File: config.mk
export PLATFORM = sky130hd
export DESIGN_NAME = uart_tx_fifo_flat
export DESIGN_NICKNAME = d
export VERILOG_FILES = /design/src/rtl/uart_tx_fifo_if.sv /design/src/rtl/uart_tx_fifo.sv /design/src/flat_wrapper.sv
export SDC_FILE = /design/constraint.sdc
export NUM_CORES = 1
export LEC_CHECK = 0
export ABC_AREA = 1
export BUFFER_PORTS_ARGS = -buffer_cell sky130_fd_sc_hd__buf_2
export CAP_MARGIN = 10
export CORE_ASPECT_RATIO = 0.6
export CORE_MARGIN = 2
export CORE_UTILIZATION = 55
export DETAILED_ROUTE_END_ITERATION = 6
export GPL_TIMING_DRIVEN = 0
export PLACE_DENSITY = 0.83
export REMOVE_ABC_BUFFERS = 1
export SLEW_MARGIN = 5
export SYNTH_ARGS = -nofsm -noshare
export SYNTH_HDL_FRONTEND = slang
export SYNTH_SLANG_ARGS = --single-unit
File: constraint.sdc
create_clock -name clk -period 3.2 [get_ports clk]
set_clock_uncertainty 0.05 [all_clocks]
set_input_delay 0.48 -clock clk [delete_from_list [all_inputs] [get_ports clk]]
set_output_delay 0.48 -clock clk [all_outputs]
set_load 0.1 [all_outputs]
File: src/rtl/uart_tx_fifo_if.sv
// Byte-stream bundle between a producer, the TX FIFO and a downstream UART
// transmitter. The slave modport is the FIFO view; master is the user/transmitter
// side (drives writes and the busy line, observes status and the trigger).
interface uart_tx_fifo_if #(
  parameter int AW = 4
) ();

  logic          wr_en;
  logic [7:0]    wr_data;
  logic          full;
  logic          empty;
  logic [AW:0]   count;
  logic          overflow;
  logic          uart_trig;
  logic [7:0]    uart_tx_data;
  logic          uart_tx_busy;

  modport slave (
    input  wr_en,
    input  wr_data,
    input  uart_tx_busy,
    output full,
    output empty,
    output count,
    output overflow,
    output uart_trig,
    output uart_tx_data
  );

  modport master (
    output wr_en,
    output wr_data,
    output uart_tx_busy,
    input  full,
    input  empty,
    input  count,
    input  overflow,
    input  uart_trig,
    input  uart_tx_data
  );

endinterface

File: src/rtl/uart_tx_fifo.sv
// Byte FIFO feeding a UART transmitter. Writes are queued in a circular buffer;
// a small launcher FSM pops one byte whenever the transmitter is idle, presents
// it on uart_tx_data and pulses uart_trig for one cycle, then waits for the
// transmitter's busy period (or a short timeout if busy never rises).
module uart_tx_fifo #(
  parameter int DEPTH   = 16,
  parameter int AW      = 4,
  parameter int BUSY_TO = 4
) (
  input  logic            clk,
  input  logic            rstn,
  uart_tx_fifo_if.slave   bus
);

  localparam int          TW      = $clog2(BUSY_TO + 1);
  localparam logic [AW:0] DEPTH_C = (AW + 1)'(DEPTH);
  localparam logic [TW-1:0] TO_LAST = TW'(BUSY_TO - 1);

  typedef enum logic [1:0] {
    IDLE      = 2'd0,
    LAUNCH    = 2'd1,
    WAIT_BUSY = 2'd2,
    WAIT_DONE = 2'd3
  } state_t;

  // Storage and pointers
  logic [7:0]    mem_q [DEPTH];
  logic [AW-1:0] wr_ptr_q, wr_ptr_d;
  logic [AW-1:0] rd_ptr_q, rd_ptr_d;
  logic [AW:0]   count_q, count_d;
  logic          ovf_q, ovf_d;

  // Launcher state and registered outputs
  state_t        state_q;
  logic          trig_q;
  logic [7:0]    txd_q;
  logic [TW-1:0] tmr_q;

  logic full_w;
  logic empty_w;
  logic push_w;
  logic pop_w;

  // Flags come straight from the registered occupancy so they never glitch
  // on same-cycle write/pop activity.
  assign full_w  = (count_q == DEPTH_C);
  assign empty_w = (count_q == '0);

  // A write against a full FIFO is dropped even if a pop frees a slot in the
  // same cycle; the pop only becomes visible to writers on the next cycle.
  assign push_w  = bus.wr_en && !full_w;
  assign pop_w   = (state_q == IDLE) && !empty_w && !bus.uart_tx_busy;

  // Next-state for pointers, occupancy and the sticky overflow flag
  always_comb begin
    wr_ptr_d = wr_ptr_q;
    rd_ptr_d = rd_ptr_q;
    count_d  = count_q;
    ovf_d    = ovf_q;

    if (push_w) begin
      wr_ptr_d = wr_ptr_q + 1'b1;
    end
    if (pop_w) begin
      rd_ptr_d = rd_ptr_q + 1'b1;
    end

    case ({push_w, pop_w})
      2'b10:   count_d = count_q + 1'b1;
      2'b01:   count_d = count_q - 1'b1;
      default: count_d = count_q;
    endcase

    if (bus.wr_en && full_w) begin
      ovf_d = 1'b1;
    end
  end

  // Control registers for the FIFO bookkeeping
  always_ff @(posedge clk) begin
    if (!rstn) begin
      wr_ptr_q <= '0;
      rd_ptr_q <= '0;
      count_q  <= '0;
      ovf_q    <= 1'b0;
    end else begin
      wr_ptr_q <= wr_ptr_d;
      rd_ptr_q <= rd_ptr_d;
      count_q  <= count_d;
      ovf_q    <= ovf_d;
    end
  end

  // Byte storage; contents are don't-care until written, so no reset
  always_ff @(posedge clk) begin
    if (push_w) begin
      mem_q[wr_ptr_q] <= bus.wr_data;
    end
  end

  // Launcher FSM: pop in IDLE, pulse trigger in LAUNCH, then track busy
  always_ff @(posedge clk) begin
    if (!rstn) begin
      state_q <= IDLE;
      trig_q  <= 1'b0;
      txd_q   <= 8'h00;
      tmr_q   <= '0;
    end else begin
      trig_q <= 1'b0;
      case (state_q)
        IDLE: begin
          if (pop_w) begin
            state_q <= LAUNCH;
            trig_q  <= 1'b1;
            txd_q   <= mem_q[rd_ptr_q];
          end
        end
        LAUNCH: begin
          state_q <= WAIT_BUSY;
          tmr_q   <= '0;
        end
        WAIT_BUSY: begin
          // A transmitter that never acknowledges is treated as having sent
          // the byte, so a missing busy cannot stall the queue forever.
          if (bus.uart_tx_busy) begin
            state_q <= WAIT_DONE;
          end else if (tmr_q == TO_LAST) begin
            state_q <= IDLE;
          end else begin
            tmr_q <= tmr_q + 1'b1;
          end
        end
        WAIT_DONE: begin
          if (!bus.uart_tx_busy) begin
            state_q <= IDLE;
          end
        end
        default: begin
          state_q <= IDLE;
        end
      endcase
    end
  end

  assign bus.full         = full_w;
  assign bus.empty        = empty_w;
  assign bus.count        = count_q;
  assign bus.overflow     = ovf_q;
  assign bus.uart_trig    = trig_q;
  assign bus.uart_tx_data = txd_q;

endmodule

File: src/flat_wrapper.sv
// flat-port wrapper written by rule: the top's interface ports become plain ports
module uart_tx_fifo_flat 
#(
  parameter int DEPTH   = 16,
  parameter int AW      = 4,
  parameter int BUSY_TO = 4
)
  (clk, rstn, bus_wr_en, bus_wr_data, bus_uart_tx_busy, bus_full, bus_empty, bus_count, bus_overflow, bus_uart_trig, bus_uart_tx_data);
  uart_tx_fifo_if #(.AW(AW)) bus_i ();
  input  logic clk;
  input  logic rstn;
  input wire logic [$bits(bus_i.wr_en)-1:0] bus_wr_en;
  input wire logic [$bits(bus_i.wr_data)-1:0] bus_wr_data;
  input wire logic [$bits(bus_i.uart_tx_busy)-1:0] bus_uart_tx_busy;
  output wire logic [$bits(bus_i.full)-1:0] bus_full;
  output wire logic [$bits(bus_i.empty)-1:0] bus_empty;
  output wire logic [$bits(bus_i.count)-1:0] bus_count;
  output wire logic [$bits(bus_i.overflow)-1:0] bus_overflow;
  output wire logic [$bits(bus_i.uart_trig)-1:0] bus_uart_trig;
  output wire logic [$bits(bus_i.uart_tx_data)-1:0] bus_uart_tx_data;
  assign bus_i.wr_en = bus_wr_en;
  assign bus_i.wr_data = bus_wr_data;
  assign bus_i.uart_tx_busy = bus_uart_tx_busy;
  assign bus_full = bus_i.full;
  assign bus_empty = bus_i.empty;
  assign bus_count = bus_i.count;
  assign bus_overflow = bus_i.overflow;
  assign bus_uart_trig = bus_i.uart_trig;
  assign bus_uart_tx_data = bus_i.uart_tx_data;
  uart_tx_fifo #(.DEPTH(DEPTH), .AW(AW), .BUSY_TO(BUSY_TO)) u_core (.clk(clk), .rstn(rstn), .bus(bus_i));
endmodule
==> results of run 1 <==
==> how the worst max path moves through the flow <==
stage / end
after floorplan: u_core.bus.count[4]
after global placement: u_core.bus.uart_tx_data[2]
after detailed placement: u_core.bus.count[4]
after CTS: u_core.bus.count[4]
after global routing: u_core.bus.count[3]
final: u_core.bus.count[4]
==> where the power goes <==
| part | switching (mW) | internal (mW) |
|---|---|---|
| sequential | 0.188 | 2.34 |
| combinational | 1.68 | 0.525 |
| clock | 0.786 | 1.08 |
| total | 2.66 | 3.95 |
==> state kept, by name (all words and copies together), names as in the netlist <==
| name | flops |
|---|---|
| u_core.tmr_q | 3 |
| u_core.bus.count | 5 |
| u_core.bus.uart_trig | 1 |
| u_core.rd_ptr_q | 4 |
| u_core.bus.overflow | 1 |
| u_core.state_q | 2 |
| u_core.wr_ptr_q | 4 |
| u_core.mem_q | 128 |
| u_core.bus.uart_tx_data | 8 |
==> through the flow <==
stage / setup WS (ps) / instances / power, mW / TNS [ps]
after global routing: 153 / 903 / 6.91 / 0
after floorplan: -19.6 / 676 / 4.17 / -19.6
after global placement: -894 / 869 / 4.60 / -7500
final: 363 / 903 / 6.60 / 0
after CTS: 156 / 903 / 6.59 / 0
after detailed placement: 143 / 871 / 4.73 / 0
==> per-layer routing <==
layer / global-route usage [%] / up-vias
met5: 0 / -
met2: 38.4 / 237
li1: - / 2318
met1: 34.0 / 2283
met3: 5.76 / 41
met4: 10.3 / 0
==> kinds of logic (layout without fill, tap and decap cells) <==
family | after synthesis | in the layout | synth area share [%]
buffers and inverters | 131 | 164 | 8.08
adders and majority gates | 12 | 12 | 2.30
xor gates and xnor gates | 5 | 5 | 0.640
and+or+nand+nor | 373 | 373 | 22.4
DFF | 156 | 156 | 64.4
AOI/OAI and AO/OA | 28 | 28 | 2.16
==> cell type report <==
class                   instances  area [um^2]  share of cell area [%]
well taps                     165          206                    2.72
clock buffers                  20          447                    5.88
repair buffers                 30          175                    2.30
clock inverters                12         96.3                    1.27
flip-flops and latches        156         4410                    58.0
inverters                     102          387                    5.09
multi-input cells             418         1880                    24.8
==> worst reg2reg max path, cell delays in order, from the launching register on <==
cell,delay [ps]
dfxtp_1,410
inv_1,110
nand4_1,170
nand2_2,150
clkinvlp_4,330
ha_1,370
inv_1,90
fa_1,410
inv_1,100
nand2_1,60
a21oi_1,170
nor2_1,60
nand2_1,50
nand2_1,50
nand2_1,60
a21oi_1,50
==> cells in the mapped netlist, types with 2 or more instances <==
master and number:
nor2_1 44, o21ai_0 9, dfxtp_1 28, xor2_1 4, nand3_1 95, buf_4 9
buf_2 16, clkbuf_1 3, a21oi_1 16, edfxtp_1 128, nand4_1 2, ha_1 11
clkinv_1 3, nand2_1 228, nand2_2 3, inv_1 98
==> repair_timing <==
| item | in CTS | in global routing |
|---|---|---|
| endpoints found under the setup margin | 0 | 1 |
| hold buffers | 0 | 0 |
| gates resized for setup | 0 | 1 |
==> results.toml, run 1 <==
[routing]
wl_met1_um = 6390
wl_met3_um = 1560
drtIter0Drc = 800
via_count = 4879
met2_length_um = 7140
routed_wirelength_um = 15500
wl_per_cell_um = 17.1
top_layer_used = "met4"
drc_errors = 0
antenna_left = 0
via_per_inst = 5.40
drt-pass1-iter-count = 6

[synthesis]
yosys_warnings = 0
synth_ff_type = "edfxtp_1"
yosys_register_bits = 156
yosysTopAreaCellShare_pct = 56.2
syn_inst = 705
yosysTopAreaCell = "edfxtp_1"
synth_area_leaders = "edfxtp_1, nand2_1, dfxtp_1"
postSynthAreaPerCell_um2 = 9.70
ys_async_sr_fraction_pct = 0
syn-cell-area_um2 = 6840
synth_edf_count = 128
seq_area_frac_synth_pct = 64.4
synthDistinctLibCells = 24

[hold_path]
hold_class = "primary input to flip-flop"
holdPathStages = 3
hp-start = "bus_wr_en"
whs_endpoint = "u_core.bus.overflow"

[floorplanning]
die_x_um = 148
io-pin-count = 29
rows = 31
core_um2 = 12100
die_h_um = 90.4
start_util_pct = 56.5
die-area_um2 = 13400

[critical_path]
crit_top_cell = "nand2_1"
cp_cell_sequence = "inv_1, nand4_1, nand2_2, clkinvlp_4, ha_1, inv_1, fa_1, inv_1, nand2_1, a21oi_1, nor2_1, nand2_1, nand2_1, nand2_1, a21oi_1"
worstPathArrival_ps = 3080
cpPeakStageDelay_ps = 410
r2r-start = "u_core.bus.count[1]"
crit_path_start = "u_core.bus.count[1]"
reg2reg_to = "u_core.bus.count[4]"
cp_num_buf_inv = 4
cp_max_fo = 20
r2r_slack_ps = 360
crit_type = "flip-flop to flip-flop"
cp.depth = 15
cp_slowest_cell = "dfxtp_1"
r2r_cells = 15
crit_required_ps = 3440
crit_path_end_kind = "flip-flop"
path_delay_family = "adder cells"
worstSetupStartpointType = "flip-flop"

[cells_and_area]
finish.instance_area_um2 = 7600
finish.utilization_pct = 62.8
area_delta_synth_final_pct = 11.1
n_antenna_cell = 0
layout-drive-gt1-share_pct = 9.08
layout.nets = 749
final_cell_mix = "nand2_1, edfxtp_1, inv_1"
layout_commonest_cell = "nand2_1"
nFillCells = 898

[timing]
fin_hold_ws_ps = 264
period_share_pct = 88.7
max_freq_mhz = 352
setup_viol = 0
worst_slew_pin_slew_ps = 1210
period_needed_ps = 2840
rsz0062_at_grt = "no"
slew_headroom_pct = 19.4
drv_slew = 0
hold_viol_final = 0

[placement]
place_area_um2 = 7050
port-buffer-count = 28
gp_congestion = 0.818
hpwl_um = 9610

[clock_network]
clk_latency_ps = 430
cts-root-buf = "clkbuf_16"
clkTransAtPathRegs_ps = 60
numCtsBuffers = 17
clock_path_buffers = 2
postCtsSetupRepairBufs = 0
htree_levels = 4
cts_tree = "yes"
clock_sink_count = 156

[job]
drv_cap = 0

[global_route]
gr-total-overflow = 0
grt_max_degree = 67
antenna_found_initial = 0
grt_first_pass_wirelength_um = 24800
track_usage_pct = 24.8
grt_pass1_vias = 4906

[power_and_ir_drop]
power_density_nw_per_um2 = 869
vdd_ir_drop_max_mv = 0.471
leakage_nw = 3.26

[status]
status = "finished, final reports clean"
Note: power is estimated with default switching activity, not from simulation.
==> run 2, diff against run 1 <==
Settings changed: GPL_TIMING_DRIVEN 0 to 1, PLACE_DENSITY 0.83 to 0.72.
==> run 2 against run 1 <==
Total power rose by 1.8%. Setup slack better by 370 ps. Critical endpoint unchanged. Clock-buffer cell count rose by 4. Largest cell class unchanged. Routed wire length grew 0.63%. Via count fell by 1.4%. Sequential cell count is the same. Die area unchanged. Cell count grew 0.55%. Combinational power grew 5%. Register-to-register slack improved by 370 ps. Global-route usage is 0.099 points lower. Critical path type unchanged. Critical path depth did not move.
==> results.toml, run 2 (same netlist as run 1, synthesis figures left out) <==
[routing]
antenna_left = 0
wl_per_cell_um = 17.1
drtIter0Drc = 523
drt-pass1-iter-count = 6
via_per_inst = 5.30
via_count = 4811
drc_errors = 0
routed_wirelength_um = 15600

[timing]
period_share_pct = 77.1
worst_slew_pin_slew_ps = 839
rsz0062_at_grt = "no"
max_freq_mhz = 406
setup_viol = 0
slew_headroom_pct = 43.9
period_needed_ps = 2470
drv_slew = 0
hold_viol_final = 0
fin_hold_ws_ps = 276

[power_and_ir_drop]
pwr-share-clk_pct = 29.6
leakage_nw = 3.32
p_sw_mw = 2.62
swShare_pct = 39.0
vdd_ir_drop_max_mv = 0.495
comb_power_share_pct = 34.5
seqPwrFrac_pct = 36.0
internal_power_mw = 4.10
power_density_nw_per_um2 = 878

[floorplanning]
die-area_um2 = 13400
rows = 31
io-pin-count = 29
start_util_pct = 56.5
die_h_um = 90.4
die_x_um = 148
core_um2 = 12100

[critical_path]
r2r-start = "u_core.bus.count[1]"
cp_slowest_cell = "fa_1"
r2r_cells = 15
cp_max_fo = 8
cp-endpoint = "u_core.bus.count[4]"
reg2reg_to = "u_core.bus.count[4]"
worstPathArrival_ps = 2700
path_delay_family = "adder cells"
cp_cell_sequence = "inv_1, nand4_1, nand2_2, inv_1, ha_1, inv_1, fa_1, inv_1, nand2_1, a21oi_1, nor2_1, nand2_1, nand2_1, nand2_1, a21oi_1"
worstSetupStartpointType = "flip-flop"
cp.depth = 15
crit_path_end_kind = "flip-flop"
crit_type = "flip-flop to flip-flop"
crit_required_ps = 3440
cp_num_buf_inv = 4
cpPeakStageDelay_ps = 420
r2r_slack_ps = 730
crit_path_start = "u_core.bus.count[1]"

[placement]
hpwl_um = 9850
port-buffer-count = 28
gp_congestion = 0.917

[clock_network]
clkTransAtPathRegs_ps = 60
post_cts_resized = 0
htree_levels = 4
cts-root-buf = "clkbuf_16"
clock_sink_count = 156
clock_path_buffers = 2
postCtsSetupRepairBufs = 0
cts_hold_buffers = 0
numCtsBuffers = 17
clk_latency_ps = 410
cts_tree = "yes"

[cells_and_area]
area.sequential_um2 = 4410
final_cell_mix = "nand2_1, edfxtp_1, inv_1"
finish.utilization_pct = 63.3
largest_reg_flops = 128
regMostFlops = "u_core.mem_q"
area_delta_synth_final_pct = 12.0
nFillCells = 978
n_antenna_cell = 0
layout_commonest_cell = "nand2_1"
multi_input_area_um2 = 1880
layout.nets = 754
layout-drive-gt1-share_pct = 9.29

[global_route]
grt_max_degree = 67
grt_pass1_vias = 4669
antenna_found_initial = 0
track_usage_pct = 24.7
grt_first_pass_wirelength_um = 24800
gr-total-overflow = 0

[status]
status = "finished, final reports clean"

[job]
drv_cap = 0

[hold_path]
holdPathStages = 3
hp-start = "bus_wr_en"
hold_class = "primary input to flip-flop"
run 2: worst min path at each step:
stage               slack [ps]                   to
floorplan                  410      u_core.tmr_q[0]
global placement           390  u_core.bus.overflow
detailed placement         410  u_core.bus.overflow
CTS                        270  u_core.bus.overflow
global route               320  u_core.bus.overflow
finish                     280  u_core.bus.overflow
run 2: worst register-to-register path, stage by stage, from the launching register on:
cell and delay (ps):
dfxtp_1 370, inv_1 100, nand4_1 150, nand2_2 120, inv_1 100, ha_1 290, inv_1 90, fa_1 420
inv_1 80, nand2_1 50, a21oi_1 210, nor2_1 70, nand2_1 60, nand2_1 60, nand2_1 60, a21oi_1 50
run 2: metrics by stage:
stage               setup TNS, ps  setup slack [ps]  std cells  power [mW]  cell area, um^2
floorplan                   -19.6             -19.6        676        4.17             6670
global placement                0               784        876        4.68             7070
detailed placement              0               700        876        4.74             7070
CTS                             0               772        908        6.73             7660
global route                    0               537        908        7.04             7660
finish                          0               734        908        6.73             7660
run 2: routing by layer:
metal	up-vias	wire length (um)	share of wire, %	global-route usage, %
met5	-	0	0	0
met4	0	150	0.96	6.43
met3	17	1200	7.7	5.81
met2	178	6960	45	37.5
met1	2294	7260	47	36.1
li1	2322	-	-	-
run 2: power by group through the flow:
| stage | clock [mW] | sequential, mW | combinational (mW) |
|---|---|---|---|
| 6_report | 1.99 | 2.42 | 2.32 |
| 4_1_cts | 2.01 | 2.42 | 2.30 |
| 2_1_floorplan | 0 | 3.10 | 1.07 |
| 3_3_place_gp | 0 | 2.45 | 2.22 |
| 3_5_place_dp | 0 | 2.46 | 2.28 |
| 5_1_grt | 2.09 | 2.44 | 2.52 |
run 2: layout make-up:
type,instances,area share [%]
Sequential cell,156,57.5
Multi-Input combinational cell,418,24.6
Clock buffer,24,6.55
Inverter,102,5.00
Tap cell,165,2.69
Timing Repair Buffer,35,2.51
Clock inverter,8,1.18
==> run 3, diff against run 2 <==
Settings changed: ABC_AREA 1 to 0, PLACE_DENSITY 0.72 to 0.75.
Clock period 3.2 ns to 2.22 ns, I/O delays scaled along.
==> run 3 against run 2 <==
The run now ends with negative setup slack left. Design area decreased by 0.46%. Clock power increased by 42%. Combinational power grew 20%. Sequential share of layout area grew 0.36 points. Area after synthesis is 6.9% lower. Setup slack got worse by 940 ps. Sequential cell count is the same. Global-route usage shrank 2.2 points. Sequential power rose by 45%. Total power up 35%. Hold slack got worse by 92 ps. Largest power group unchanged.
==> results.toml, run 3 <==
[clock_network]
numCtsBuffers = 17
clock_sink_count = 156
clock_path_buffers = 2
clkTransAtPathRegs_ps = 60
cts-root-buf = "clkbuf_16"
htree_levels = 4
cts_tree = "yes"
clk_latency_ps = 420
cts_hold_buffers = 0

[global_route]
grt_first_pass_wirelength_um = 20100
grt_pass1_vias = 3653
grt_max_degree = 30
gr-total-overflow = 0
track_usage_pct = 22.5
antenna_found_initial = 0

[critical_path]
crit_path_start = "u_core.bus.count[0]"
cp_max_fo = 3
worstPathArrival_ps = 2680
r2r-start = "u_core.bus.count[0]"
crit_type = "flip-flop to flip-flop"
crit_path_end_kind = "flip-flop"
crit_required_ps = 2480
worstSetupStartpointType = "flip-flop"

[floorplanning]
rows = 30
start_util_pct = 56.4
io-pin-count = 29
die-area_um2 = 12500
die_h_um = 87.3
die_x_um = 143
core_um2 = 11300

[cells_and_area]
nFillCells = 728
largest_reg_flops = 128
finish.utilization_pct = 67.5
layout_commonest_cell = "edfxtp_1"
final_cell_mix = "edfxtp_1, mux2i_1, buf_4"
n_antenna_cell = 0
layout.nets = 506
regMostFlops = "u_core.mem_q"
finalNonFillerCells = 655
layout-drive-gt1-share_pct = 28.7
area_delta_synth_final_pct = 19.8

[job]
drv_cap = 0

[routing]
via_count = 3758
drtIter0Drc = 392
drt-pass1-iter-count = 5
antenna_left = 0
drc_errors = 0
wl_per_cell_um = 20.3
via_per_inst = 5.74
routed_wirelength_um = 13300

[power_and_ir_drop]
internal_power_mw = 5.91
swShare_pct = 35.0
p_sw_mw = 3.19
seqPwrFrac_pct = 38.5
vdd_ir_drop_max_mv = 0.580
total_power_mw = 9.10
comb_power_share_pct = 30.5
leakage_nw = 2.57
power_density_nw_per_um2 = 1190
pwr-share-clk_pct = 31.0

[timing]
layout_setup_ws_ps = -201
drv_slew = 0
period_needed_ps = 2420
period_share_pct = 109
max_freq_mhz = 413
setup-tns-final_ps = -396
setup_viol = 3
worst_slew_pin_slew_ps = 864
slew_headroom_pct = 42.2
rsz0062_at_grt = "yes"
hold_viol_final = 0

[placement]
hpwl_um = 8860
gp_congestion = 0.815
port-buffer-count = 28
place_ws_ps = -507
dp.cells = 614

[synthesis]
postSynthAreaPerCell_um2 = 15.6
syn_inst = 409
yosysTopAreaCellShare_pct = 60.4
synth_area_leaders = "edfxtp_1, dfxtp_1, mux2i_1"
synthDistinctLibCells = 35
syn-cell-area_um2 = 6370
synth_ff_type = "edfxtp_1"
ys_async_sr_fraction_pct = 0
synth_edf_count = 128
yosysMostFrequentCell = "edfxtp_1"
yosys_warnings = 0
seq_area_frac_synth_pct = 69.2
yosysTopAreaCell = "edfxtp_1"
synthTopCellsByCount = "edfxtp_1, mux2i_1, dfxtp_1, o22ai_1, nand2_1"
yosys_register_bits = 156

[hold_path]
hold_class = "primary input to flip-flop"
hp-start = "bus_wr_en"

[status]
status = "complete, but fails checks"
violations = "negative setup slack"
==> run 3: kinds of logic after synthesis <==
family          synth area share, %
simple gates                   6.52
fa+ha+maj                      2.48
xor+xnor                       1.24
compound gates                 6.84
flops                          69.2
buf+inv                        2.32
mux                            11.4
==> run 3: power by group through the flow <==
stage	combinational, mW	clock [mW]	sequential (mW)
final	2.78	2.82	3.51
after global routing	2.93	2.96	3.53
after CTS	2.67	2.85	3.51
after detailed placement	2.52	0	3.56
after global placement	2.47	0	3.54
after floorplan	0.943	0	4.44
==> run 3: critical path: stages (launching register included) <==
cell and delay (ps):
dfxtp_2 330, nor4_4 420, a21boi_2 130, inv_2 90
ha_4 150, inv_2 50, fa_2 350, nor2b_2 130
o21ai_2 60, nand3_1 60, or3b_4 370, mux2i_1 120
==> run 3: cell type report <==
cell class / count / area (um^2) / area share [%]
clock buffers: 18 / 429 / 5.63
clock inverters: 14 / 145 / 1.90
inverters: 9 / 33.8 / 0.443
multi-input cells: 223 / 1900 / 24.9
flip-flops and latches: 156 / 4410 / 57.8
well taps: 160 / 200 / 2.62
repair buffers: 75 / 505 / 6.63
==> run 3: path summary, 6_finish.rpt <==
check | to | slack, ps | cells past startpoint
min | u_core.bus.overflow | 180 | 3
min reg2reg | u_core.bus.uart_tx_data[1] | 490 | 2
max | u_core.bus.count[4] | -200 | 11
max reg2reg | u_core.bus.count[4] | -200 | 11
==> run 3: per-layer routing <==
metal | GRT usage, % | part of all wire (%) | routed length (um) | up-vias
met5 | 0 | 0 | 0 | -
met4 | 7.92 | 1.4 | 187 | 0
met3 | 6.27 | 8.8 | 1180 | 18
met2 | 32.0 | 44 | 5840 | 162
met1 | 33.5 | 46 | 6120 | 1862
li1 | - | - | - | 1716
==> run 3: through the flow <==
stage,cell area (um^2),hold WS [ps]
finish,7630,184
global route,7630,201
CTS,7550,120
detailed placement,6880,462
global placement,6880,437
floorplan,6250,382
==> run 3: repair_timing <==
item,4_1_cts,5_1_grt
pin swaps,10,8
setup endpoints to repair,12,43
resized for setup,18,18
setup buffers,5,4
hold endpoints to repair,0,0
